[src/rtl/mm2s_fb_scheduler_if.sv]
// Signal bundle between the MM2S frame-buffer scheduler and its environment
// (register file, S2MM writer status, MM2S reader).
// master: the scheduler side. slave: the environment side.
interface mm2s_fb_scheduler_if #(
    parameter int C_M_AXI_ADDR_WIDTH = 32,
    parameter int C_BUF_IDX_BITS     = 2,
    parameter int C_CNT_BITS         = 16
);
    logic                          enable;
    logic [C_M_AXI_ADDR_WIDTH-1:0] buf_base;
    logic [C_M_AXI_ADDR_WIDTH-1:0] buf_stride;
    logic                          wr_done;
    logic [C_BUF_IDX_BITS-1:0]     wr_done_idx;
    logic                          wr_busy;
    logic [C_BUF_IDX_BITS-1:0]     wr_busy_idx;
    logic                          frame_pulse;
    logic                          resetting;
    logic                          soft_resetn;
    logic                          fsync;
    logic [C_M_AXI_ADDR_WIDTH-1:0] base_addr;
    logic [C_BUF_IDX_BITS-1:0]     rd_idx;
    logic [C_CNT_BITS-1:0]         frame_cnt;
    logic [C_CNT_BITS-1:0]         repeat_cnt;

    modport master (
        input  enable, buf_base, buf_stride, wr_done, wr_done_idx,
               wr_busy, wr_busy_idx, frame_pulse, resetting,
        output soft_resetn, fsync, base_addr, rd_idx, frame_cnt, repeat_cnt
    );

    modport slave (
        output enable, buf_base, buf_stride, wr_done, wr_done_idx,
               wr_busy, wr_busy_idx, frame_pulse, resetting,
        input  soft_resetn, fsync, base_addr, rd_idx, frame_cnt, repeat_cnt
    );
endinterface

[src/rtl/mm2s_fb_scheduler.sv]
// MM2S frame-buffer scheduler.
// Tracks the newest buffer completed by the S2MM writer and, on every reader
// frame_pulse, hands the reader the base address of the newest safe buffer.
// Sequences reader soft_resetn/fsync so enable/disable only happen at clean
// frame boundaries.
// Optional statistics counters: define MM2S_SCHED_STAT_EN.
module mm2s_fb_scheduler #(
    parameter int C_M_AXI_ADDR_WIDTH = 32,
    parameter int C_BUF_IDX_BITS     = 2,
    parameter int C_CNT_BITS         = 16
) (
    input  logic               M_AXI_ACLK,
    input  logic               M_AXI_ARESET,
    mm2s_fb_scheduler_if.master bus
);
    typedef enum logic [1:0] {S_IDLE, S_WAIT, S_RUN, S_DRAIN} state_t;

    state_t                        r_state;
    logic                          r_soft_resetn;
    logic                          r_fsync;
    logic [C_M_AXI_ADDR_WIDTH-1:0] r_base_addr;
    logic [C_BUF_IDX_BITS-1:0]     r_rd_idx;
    logic [C_BUF_IDX_BITS-1:0]     r_latest_idx;
    logic                          r_new_flag;
    logic                          r_have_frame;
    logic                          r_drain_min;   // minimum DRAIN dwell elapsed

    logic                          w_take;
    logic                          w_switch;
    logic [C_M_AXI_ADDR_WIDTH-1:0] w_idx_ext;
    logic [C_M_AXI_ADDR_WIDTH-1:0] w_next_addr;

    // A take is a frame start seen while running; a disable in the same
    // cycle wins, so no take happens on the way into DRAIN.
    assign w_take   = (r_state == S_RUN) && bus.enable && bus.frame_pulse;
    // Switch only to fresh data that the writer is not currently overwriting.
    assign w_switch = w_take && r_new_flag &&
                      !(bus.wr_busy && (bus.wr_busy_idx == r_latest_idx));

    // Address arithmetic wraps modulo 2**C_M_AXI_ADDR_WIDTH.
    assign w_idx_ext   = C_M_AXI_ADDR_WIDTH'(r_latest_idx);
    assign w_next_addr = bus.buf_base + (w_idx_ext * bus.buf_stride);

    // Control FSM, registered outputs and newest-buffer tracker.
    always_ff @(posedge M_AXI_ACLK or posedge M_AXI_ARESET) begin
        if (M_AXI_ARESET) begin
            r_state       <= S_IDLE;
            r_soft_resetn <= 1'b0;
            r_fsync       <= 1'b0;
            r_base_addr   <= '0;
            r_rd_idx      <= '0;
            r_latest_idx  <= '0;
            r_new_flag    <= 1'b0;
            r_have_frame  <= 1'b0;
            r_drain_min   <= 1'b0;
        end else begin
            case (r_state)
                S_IDLE: begin
                    r_soft_resetn <= 1'b0;
                    r_fsync       <= 1'b0;
                    r_latest_idx  <= '0;
                    r_new_flag    <= 1'b0;
                    r_have_frame  <= 1'b0;
                    if (bus.enable) begin
                        r_state       <= S_WAIT;
                        r_soft_resetn <= 1'b1;
                    end
                end
                S_WAIT: begin
                    // Disable takes priority so fsync never pulses on the way out.
                    if (!bus.enable) begin
                        r_state       <= S_DRAIN;
                        r_soft_resetn <= 1'b0;
                        r_drain_min   <= 1'b0;
                    end else if (r_have_frame) begin
                        r_state <= S_RUN;
                        r_fsync <= 1'b1;
                    end
                end
                S_RUN: begin
                    if (!bus.enable) begin
                        r_state       <= S_DRAIN;
                        r_soft_resetn <= 1'b0;
                        r_fsync       <= 1'b0;
                        r_drain_min   <= 1'b0;
                    end else if (w_switch) begin
                        r_rd_idx    <= r_latest_idx;
                        r_base_addr <= w_next_addr;
                        r_new_flag  <= 1'b0;
                    end
                end
                S_DRAIN: begin
                    // resetting lags soft_resetn by a cycle, so dwell two cycles
                    // before trusting resetting=0.
                    if (!r_drain_min) begin
                        r_drain_min <= 1'b1;
                    end else if (!bus.resetting) begin
                        r_state <= S_IDLE;
                    end
                end
                default: r_state <= S_IDLE;
            endcase

            // Writer completion overrides a same-cycle take's flag clear.
            if ((r_state != S_IDLE) && bus.wr_done) begin
                r_latest_idx <= bus.wr_done_idx;
                r_new_flag   <= 1'b1;
                r_have_frame <= 1'b1;
            end
        end
    end

    assign bus.soft_resetn = r_soft_resetn;
    assign bus.fsync       = r_fsync;
    assign bus.base_addr   = r_base_addr;
    assign bus.rd_idx      = r_rd_idx;

`ifdef MM2S_SCHED_STAT_EN
    logic [C_CNT_BITS-1:0] r_frame_cnt;
    logic [C_CNT_BITS-1:0] r_repeat_cnt;

    // Frames taken and frames re-read without new data; cleared while idle.
    always_ff @(posedge M_AXI_ACLK or posedge M_AXI_ARESET) begin
        if (M_AXI_ARESET) begin
            r_frame_cnt  <= '0;
            r_repeat_cnt <= '0;
        end else if (r_state == S_IDLE) begin
            r_frame_cnt  <= '0;
            r_repeat_cnt <= '0;
        end else if (w_take) begin
            r_frame_cnt <= r_frame_cnt + 1'b1;
            if (!w_switch) begin
                r_repeat_cnt <= r_repeat_cnt + 1'b1;
            end
        end
    end

    assign bus.frame_cnt  = r_frame_cnt;
    assign bus.repeat_cnt = r_repeat_cnt;
`else
    assign bus.frame_cnt  = '0;
    assign bus.repeat_cnt = '0;
`endif
endmodule

[src/flat_wrapper.sv]
// flat-port wrapper written by rule: the top's interface ports become plain ports
module mm2s_fb_scheduler_flat 
#(
    parameter int C_M_AXI_ADDR_WIDTH = 32,
    parameter int C_BUF_IDX_BITS     = 2,
    parameter int C_CNT_BITS         = 16
)
  (M_AXI_ACLK, M_AXI_ARESET, bus_enable, bus_buf_base, bus_buf_stride, bus_wr_done, bus_wr_done_idx, bus_wr_busy, bus_wr_busy_idx, bus_frame_pulse, bus_resetting, bus_soft_resetn, bus_fsync, bus_base_addr, bus_rd_idx, bus_frame_cnt, bus_repeat_cnt);
  mm2s_fb_scheduler_if #(.C_M_AXI_ADDR_WIDTH(C_M_AXI_ADDR_WIDTH), .C_BUF_IDX_BITS(C_BUF_IDX_BITS), .C_CNT_BITS(C_CNT_BITS)) bus_i ();
  input  logic M_AXI_ACLK;
  input  logic M_AXI_ARESET;
  input wire logic [$bits(bus_i.enable)-1:0] bus_enable;
  input wire logic [$bits(bus_i.buf_base)-1:0] bus_buf_base;
  input wire logic [$bits(bus_i.buf_stride)-1:0] bus_buf_stride;
  input wire logic [$bits(bus_i.wr_done)-1:0] bus_wr_done;
  input wire logic [$bits(bus_i.wr_done_idx)-1:0] bus_wr_done_idx;
  input wire logic [$bits(bus_i.wr_busy)-1:0] bus_wr_busy;
  input wire logic [$bits(bus_i.wr_busy_idx)-1:0] bus_wr_busy_idx;
  input wire logic [$bits(bus_i.frame_pulse)-1:0] bus_frame_pulse;
  input wire logic [$bits(bus_i.resetting)-1:0] bus_resetting;
  output wire logic [$bits(bus_i.soft_resetn)-1:0] bus_soft_resetn;
  output wire logic [$bits(bus_i.fsync)-1:0] bus_fsync;
  output wire logic [$bits(bus_i.base_addr)-1:0] bus_base_addr;
  output wire logic [$bits(bus_i.rd_idx)-1:0] bus_rd_idx;
  output wire logic [$bits(bus_i.frame_cnt)-1:0] bus_frame_cnt;
  output wire logic [$bits(bus_i.repeat_cnt)-1:0] bus_repeat_cnt;
  assign bus_i.enable = bus_enable;
  assign bus_i.buf_base = bus_buf_base;
  assign bus_i.buf_stride = bus_buf_stride;
  assign bus_i.wr_done = bus_wr_done;
  assign bus_i.wr_done_idx = bus_wr_done_idx;
  assign bus_i.wr_busy = bus_wr_busy;
  assign bus_i.wr_busy_idx = bus_wr_busy_idx;
  assign bus_i.frame_pulse = bus_frame_pulse;
  assign bus_i.resetting = bus_resetting;
  assign bus_soft_resetn = bus_i.soft_resetn;
  assign bus_fsync = bus_i.fsync;
  assign bus_base_addr = bus_i.base_addr;
  assign bus_rd_idx = bus_i.rd_idx;
  assign bus_frame_cnt = bus_i.frame_cnt;
  assign bus_repeat_cnt = bus_i.repeat_cnt;
  mm2s_fb_scheduler #(.C_M_AXI_ADDR_WIDTH(C_M_AXI_ADDR_WIDTH), .C_BUF_IDX_BITS(C_BUF_IDX_BITS), .C_CNT_BITS(C_CNT_BITS)) u_core (.M_AXI_ACLK(M_AXI_ACLK), .M_AXI_ARESET(M_AXI_ARESET), .bus(bus_i));
endmodule
[config.mk]
export PLATFORM = sky130hd
export DESIGN_NAME = mm2s_fb_scheduler_flat
export DESIGN_NICKNAME = d
export VERILOG_FILES = /design/src/rtl/mm2s_fb_scheduler_if.sv /design/src/rtl/mm2s_fb_scheduler.sv /design/src/flat_wrapper.sv
export SDC_FILE = /design/constraint.sdc
export NUM_CORES = 1
export LEC_CHECK = 0
export ABC_CLOCK_PERIOD_IN_PS = 3300
export BUFFER_PORTS_ARGS = -buffer_cell sky130_fd_sc_hd__buf_2
export CORE_MARGIN = 4
export CORE_UTILIZATION = 48
export DETAILED_ROUTE_END_ITERATION = 16
export GPL_TIMING_DRIVEN = 0
export MAX_ROUTING_LAYER = met4
export PLACE_DENSITY = 0.78
export SKIP_LAST_GASP = 1
export SLEW_MARGIN = 20
export SYNTH_ARGS = -nofsm -noshare
export SYNTH_HDL_FRONTEND = slang
export SYNTH_SLANG_ARGS = --single-unit
[constraint.sdc]
create_clock -name M_AXI_ACLK -period 3.3 [get_ports M_AXI_ACLK]
set_input_delay 0.165 -clock M_AXI_ACLK [delete_from_list [all_inputs] [get_ports M_AXI_ACLK]]
set_output_delay 0.165 -clock M_AXI_ACLK [all_outputs]
set_load 0.005 [all_outputs]
* Word-level counts from Yosys, hierarchy flattened *
Index checks and enable logic that the tools add are counted.

word-level totals
  input port bits = 75
  output and inout port bits = 68
  register bits after elaboration = 43

operators by class
  equality and inequality tests = 14
  multipliers = 1
  $add $sub $neg = 1
  mux-type cells = 22
  reduce and logical (&&, ||, !) cells = 21

operators with widths
  cell                  count
  $add A32 B32 Y32      1
  $mul A2 B32 Y32       1
  $mux W2               8
  $ne A2 B2 Y1 const B  5
  $mux W1               9
  $pmux W2 S4           1
  $reduce_bool A2 Y1    4
  $logic_and A1 B1 Y1   6
  $ne A3 B2 Y1 const B  2
  $pmux W1 S2           3
  $reduce_and A3 Y1     2
  $reduce_bool A3 Y1    2
  $reduce_and A5 Y1     1
  $eq A2 B2 Y1 const B  2
  $ne A2 B1 Y1 const B  2
  $reduce_and A2 Y1     2
  $reduce_and A4 Y1     1
  $ne A3 B3 Y1 const B  1
  $pmux W1 S3           1
  $eq A2 B1 Y1 const B  1
  $eq A2 B2 Y1          1
  $logic_not A2 Y1      1
  $reduce_or A2 Y1      1
  $logic_not A1 Y1      1

* Depth between registers and ports, before layout *
  depth in word-level cells = 9
  depth in mapped cells = 14
  gate-level depth less buffers = 11

* Worst setup path after synthesis *
Ideal clock, no wire load.

  path kind = register to register
  start = reg u_core.r_latest_idx[1]
  end = reg u_core.r_base_addr[21], in the netlist u_core.bus.base_addr[21]
  clock period less this slack = 3.457 ns
  buffers on the path = 2
  setup slack = -0.157 ns
  cell stages (with the launch flop) = 14
  required time = 3.175 ns
  data arrival time = 3.333 ns
  library setup time = 0.125 ns
  path through = dfrtp_1 clkbuf_1 clkbuf_1 nand2_1 fa_1 inv_1 fa_1 a211oi_2 o21ai_0 a21oi_1 o31ai_1 a221oi_1 xnor2_1 mux2_2

between the ends
  word-level cells in the longest chain between the ends = 5
  elaborated cells between the ends (all ways) = 7
  classes of those cells = add/sub: 1; mul: 1; eq/ne: 1; reduce/logical: 4

RTL lines
  what                                                     RTL line                  text
  start, declared                                          mm2s_fb_scheduler.sv:23   logic [C_BUF_IDX_BITS-1:0] r_latest_idx;
  start signal, assigned                                   mm2s_fb_scheduler.sv:106  r_latest_idx <= bus.wr_done_idx;
  branches (longest 5 deep; another with $mul A2 B32 Y32)  --
  end signal, assigned                                     mm2s_fb_scheduler.sv:88   r_base_addr <= w_next_addr;
  end, declared                                            mm2s_fb_scheduler.sv:21   logic [C_M_AXI_ADDR_WIDTH-1:0] r_base_addr;

Several ways; the timed one is not identified.
A chain may end at the register's enable or synchronous reset.

* Worst setup path after layout *
  start = reg u_core.r_latest_idx[0]
  end = reg u_core.r_base_addr[30], in the netlist u_core.bus.base_addr[30]

The elaborated chain is that of the path after synthesis.

==> impl_metrics.py <==
metrics = {
    "die": {
        "pin_count": 143,
        "core.rowCount": 36,
        "die_w_um": 109,
        "start_util_pct": 49.6,
        "dieArea_um2": 11900,
        "die_h_um": 109,
        "core_um2": 9860,
    },
    "clock_tree": {
        "cts_root_buf": "clkbuf_8",
        "cts.clk_slew.worst_paths_ns": 0.09,
        "clk_path_buf_depth": 2,
        "cts_sinks": 43,
        "cts_tree": "yes",
        "worstSkewPairLatency_ns": 0.29,
        "htreeDepth": 2,
        "cts_buffers": 5,
    },
    "critical_path": {
        "critical_path_class": "register to register",
        "cp-start-kind": "register",
        "crit_arrival_ns": 3.59,
        "critPathCaptureType": "register",
        "critPathRequiredTime_ns": 3.48,
        "cp_max_fo": 6,
    },
    "pwr": {
        "ir_drop_uv": 338,
        "powerDensity_nw_per_um2": 772,
        "p_leak_nw": 3.48,
    },
    "logic_synthesis": {
        "yosysSeqAreaShare_pct": 22.0,
        "synthCells": 626,
        "synth-async-reset-ratio_pct": 100,
        "synth_edf_count": 0,
        "ys_warn_count": 0,
        "yosysUniqueCellTypes": 55,
        "synth_flop_cell": "dfrtp_1",
        "syn_area_per_cell_um2": 7.82,
        "yosys_register_bits": 43,
        "synth_area_um2": 4890,
    },
    "detailed_routing": {
        "ant_nets": 0,
        "vias_per_cell": 5.24,
        "drc": 0,
        "dr_total_vias": 4929,
        "wl_per_cell_um": 15.1,
        "initialDrtViolationCount": 291,
        "drt-pass1-iter-count": 5,
        "routed_wirelength_mm": 14.2,
    },
    "layout": {
        "area_growth_syn_to_layout_pct": 33.7,
        "nNetsFinal": 948,
        "fin_area_um2": 6540,
        "diodes": 0,
        "post_route_cells_drive_above_1_share_pct": 31.7,
    },
    "sta": {
        "finalHoldViolCount": 0,
        "fmax_ghz": 0.293,
        "setup_viol": 6,
        "setup_slack_ns": -0.115,
        "min_period_ns": 3.41,
        "finalMaxSlewViolations": 0,
        "setup_tns_ns": -0.234,
        "rsz0062_at_grt": "yes",
        "clock_skew_ns": 0.00756,
        "slew_headroom_pct": 35.4,
        "period_share_pct": 103,
        "tightest_slew_ns": 0.965,
    },
    "grt": {
        "grt_pass1_wl_mm": 21.3,
        "grt-ovfl-total": 0,
        "antenna_found_initial": 0,
        "grt_max_degree": 35,
        "grt_pass1_vias": 4522,
        "track_usage_pct": 22.7,
    },
    "outcome": {
        "status": "finished, violations left",
        "violations": "setup timing",
    },
    "job": {
        "maxCapViolations": 0,
    },
    "placement": {
        "io_buffers": 109,
        "postPlaceCellArea_um2": 5750,
        "gp_congestion": 0.881,
        "dpl.hpwl_mm": 10.2,
    },
    "min_path": {
        "hp-class": "primary input to register",
    },
}
path summary, 6_finish.rpt:
kind                       depth (start not counted)  slack, ns                startpoint                  endpoint
setup / recovery                                  14      -0.11    u_core.r_latest_idx[0]  u_core.bus.base_addr[30]
hold reg to reg                                    2       0.49  u_core.bus.base_addr[12]  u_core.bus.base_addr[12]
hold / removal                                     3       0.14        bus_wr_done_idx[0]    u_core.r_latest_idx[0]
max in group asynchronous                          4       2.48              M_AXI_ARESET  u_core.bus.base_addr[10]
setup reg to reg                                  14      -0.11    u_core.r_latest_idx[0]  u_core.bus.base_addr[30]
min in group asynchronous                          3       0.35              M_AXI_ARESET        u_core.r_drain_min
area by class of cell:
cell class / instances / area [um2]
tap: 133 / 166
inverter: 94 / 353
timing repair buffer: 146 / 871
clock buffer: 5 / 68.8
multi-input combinational: 466 / 3560
fill: 840 / 3320
buffer: 51 / 429
sequential: 43 / 1080
clock inverter: 3 / 15.0
state kept, by name (all words and copies together) (netlist names):
| register | cells |
|---|---|
| u_core.bus.fsync | 1 |
| u_core.r_new_flag | 1 |
| u_core.r_latest_idx | 2 |
| u_core.bus.base_addr | 32 |
| u_core.bus.rd_idx | 2 |
| u_core.r_state | 2 |
| u_core.r_have_frame | 1 |
| u_core.bus.soft_resetn | 1 |
| u_core.r_drain_min | 1 |
power by group:
| part | internal, mW | switching [mW] |
|---|---|---|
| Sequential | 0.768 | 0.170 |
| Clock | 0.145 | 0.190 |
| Combinational | 1.74 | 2.04 |
| Total | 2.65 | 2.40 |
layer usage:
layer / global-route usage (%) / share of wire (%) / wire length [um]
met1: 30.0 / 42 / 5980
met2: 37.6 / 51 / 7230
met3: 2.72 / 5.6 / 794
met4: 4.96 / 1.6 / 227
met5: - / 0 / 0
kinds of logic after synthesis:
| kind of cell | count (synthesis) | synth area share (%) |
|---|---|---|
| compound gates | 146 | 19.9 |
| xor+xnor | 22 | 3.94 |
| simple gates | 195 | 17.5 |
| buf+inv | 148 | 13.9 |
| fa+ha+maj | 66 | 21.6 |
| flops | 43 | 22.0 |
| mux | 5 | 1.07 |
| other cells | 1 | 0.0767 |
worst max-delay path: stages (launching register included):
cell and delay, ns:
dfrtp_1 0.38, buf_8 0.15, buf_6 0.13, buf_6 0.12, nand2_1 0.08, fa_1 0.49, inv_1 0.06, ha_4 0.27
o21ai_0 0.09, a21o_1 0.18, a211o_1 0.27, a21o_4 0.23, a2111oi_4 0.40, nor4_1 0.09, or3_1 0.35
per-stage QoR:
stage                     power (mW)  setup WS (ns)  util (%)  std cells  hold WS, ns
final                           5.05         -0.115      66.3        941        0.144
after global routing            5.49         -0.237      66.3        941        0.164
after CTS                       4.49        -0.0484      62.2        915        0.127
after detailed placement        3.84         -0.550      58.3        900        0.114
after global placement          3.72         -0.495      58.1        899        0.427
after floorplan                 2.99         0.0153         -        657        0.295
repair_timing:
action,CTS,global route
gates resized for setup,42,59
hold buffers,1,0
setup endpoints to repair,20,13
cloned,0,3
pin swaps,12,41
endpoints found under the hold margin,9,0
setup buffers,9,23
synth_stat cells (all sizes together) (2+ instances only):
| cell type | instances | area share (%) |
|---|---|---|
| o22ai | 2 | 0.26 |
| xor2 | 9 | 1.6 |
| a21oi | 30 | 3.1 |
| nand2 | 125 | 9.6 |
| buf | 36 | 5.3 |
| a21o | 15 | 2.3 |
| nor2b | 2 | 0.26 |
| and4 | 2 | 0.36 |
| and3 | 3 | 0.38 |
| o311ai | 4 | 0.72 |
| nor3 | 5 | 0.51 |
| a31oi | 6 | 0.77 |
| mux2i | 3 | 0.61 |
| nor2 | 21 | 1.6 |
| ha | 35 | 9.0 |
| a221o | 2 | 0.41 |
| o2111a | 2 | 0.46 |
| nand2b | 6 | 0.77 |
| o31ai | 6 | 0.92 |
| a211oi | 5 | 0.87 |
| mux2 | 2 | 0.46 |
| o21a | 3 | 0.46 |
| a211o | 6 | 1.1 |
| a21boi | 2 | 0.31 |
| nand3 | 5 | 0.51 |
| o211ai | 4 | 0.61 |
| xnor2 | 13 | 2.3 |
| a221oi | 2 | 0.36 |
| nor3b | 3 | 0.46 |
| o211a | 2 | 0.41 |
| inv | 94 | 7.2 |
| o2111ai | 2 | 0.36 |
| fa | 31 | 13 |
| o21ai | 42 | 4.3 |
| nor4 | 2 | 0.26 |
| dfrtp | 43 | 22 |
| o21bai | 5 | 0.77 |
| and2 | 9 | 1.2 |
| or3 | 4 | 0.51 |
| nand4 | 6 | 0.77 |
| clkbuf | 18 | 1.4 |
cells in the final DEF (no fill, tap or decap), types with 17 or more instances in the layout:
cell       n
nor2_1    21
fa_1      30
dfrtp_1   43
ha_1      17
a21oi_1   27
conb_1    32
nand2_1  118
inv_1     87
buf_2    110
buf_4     62
o21ai_0   31
No activity file was read; power rests on OpenSTA's default activity.
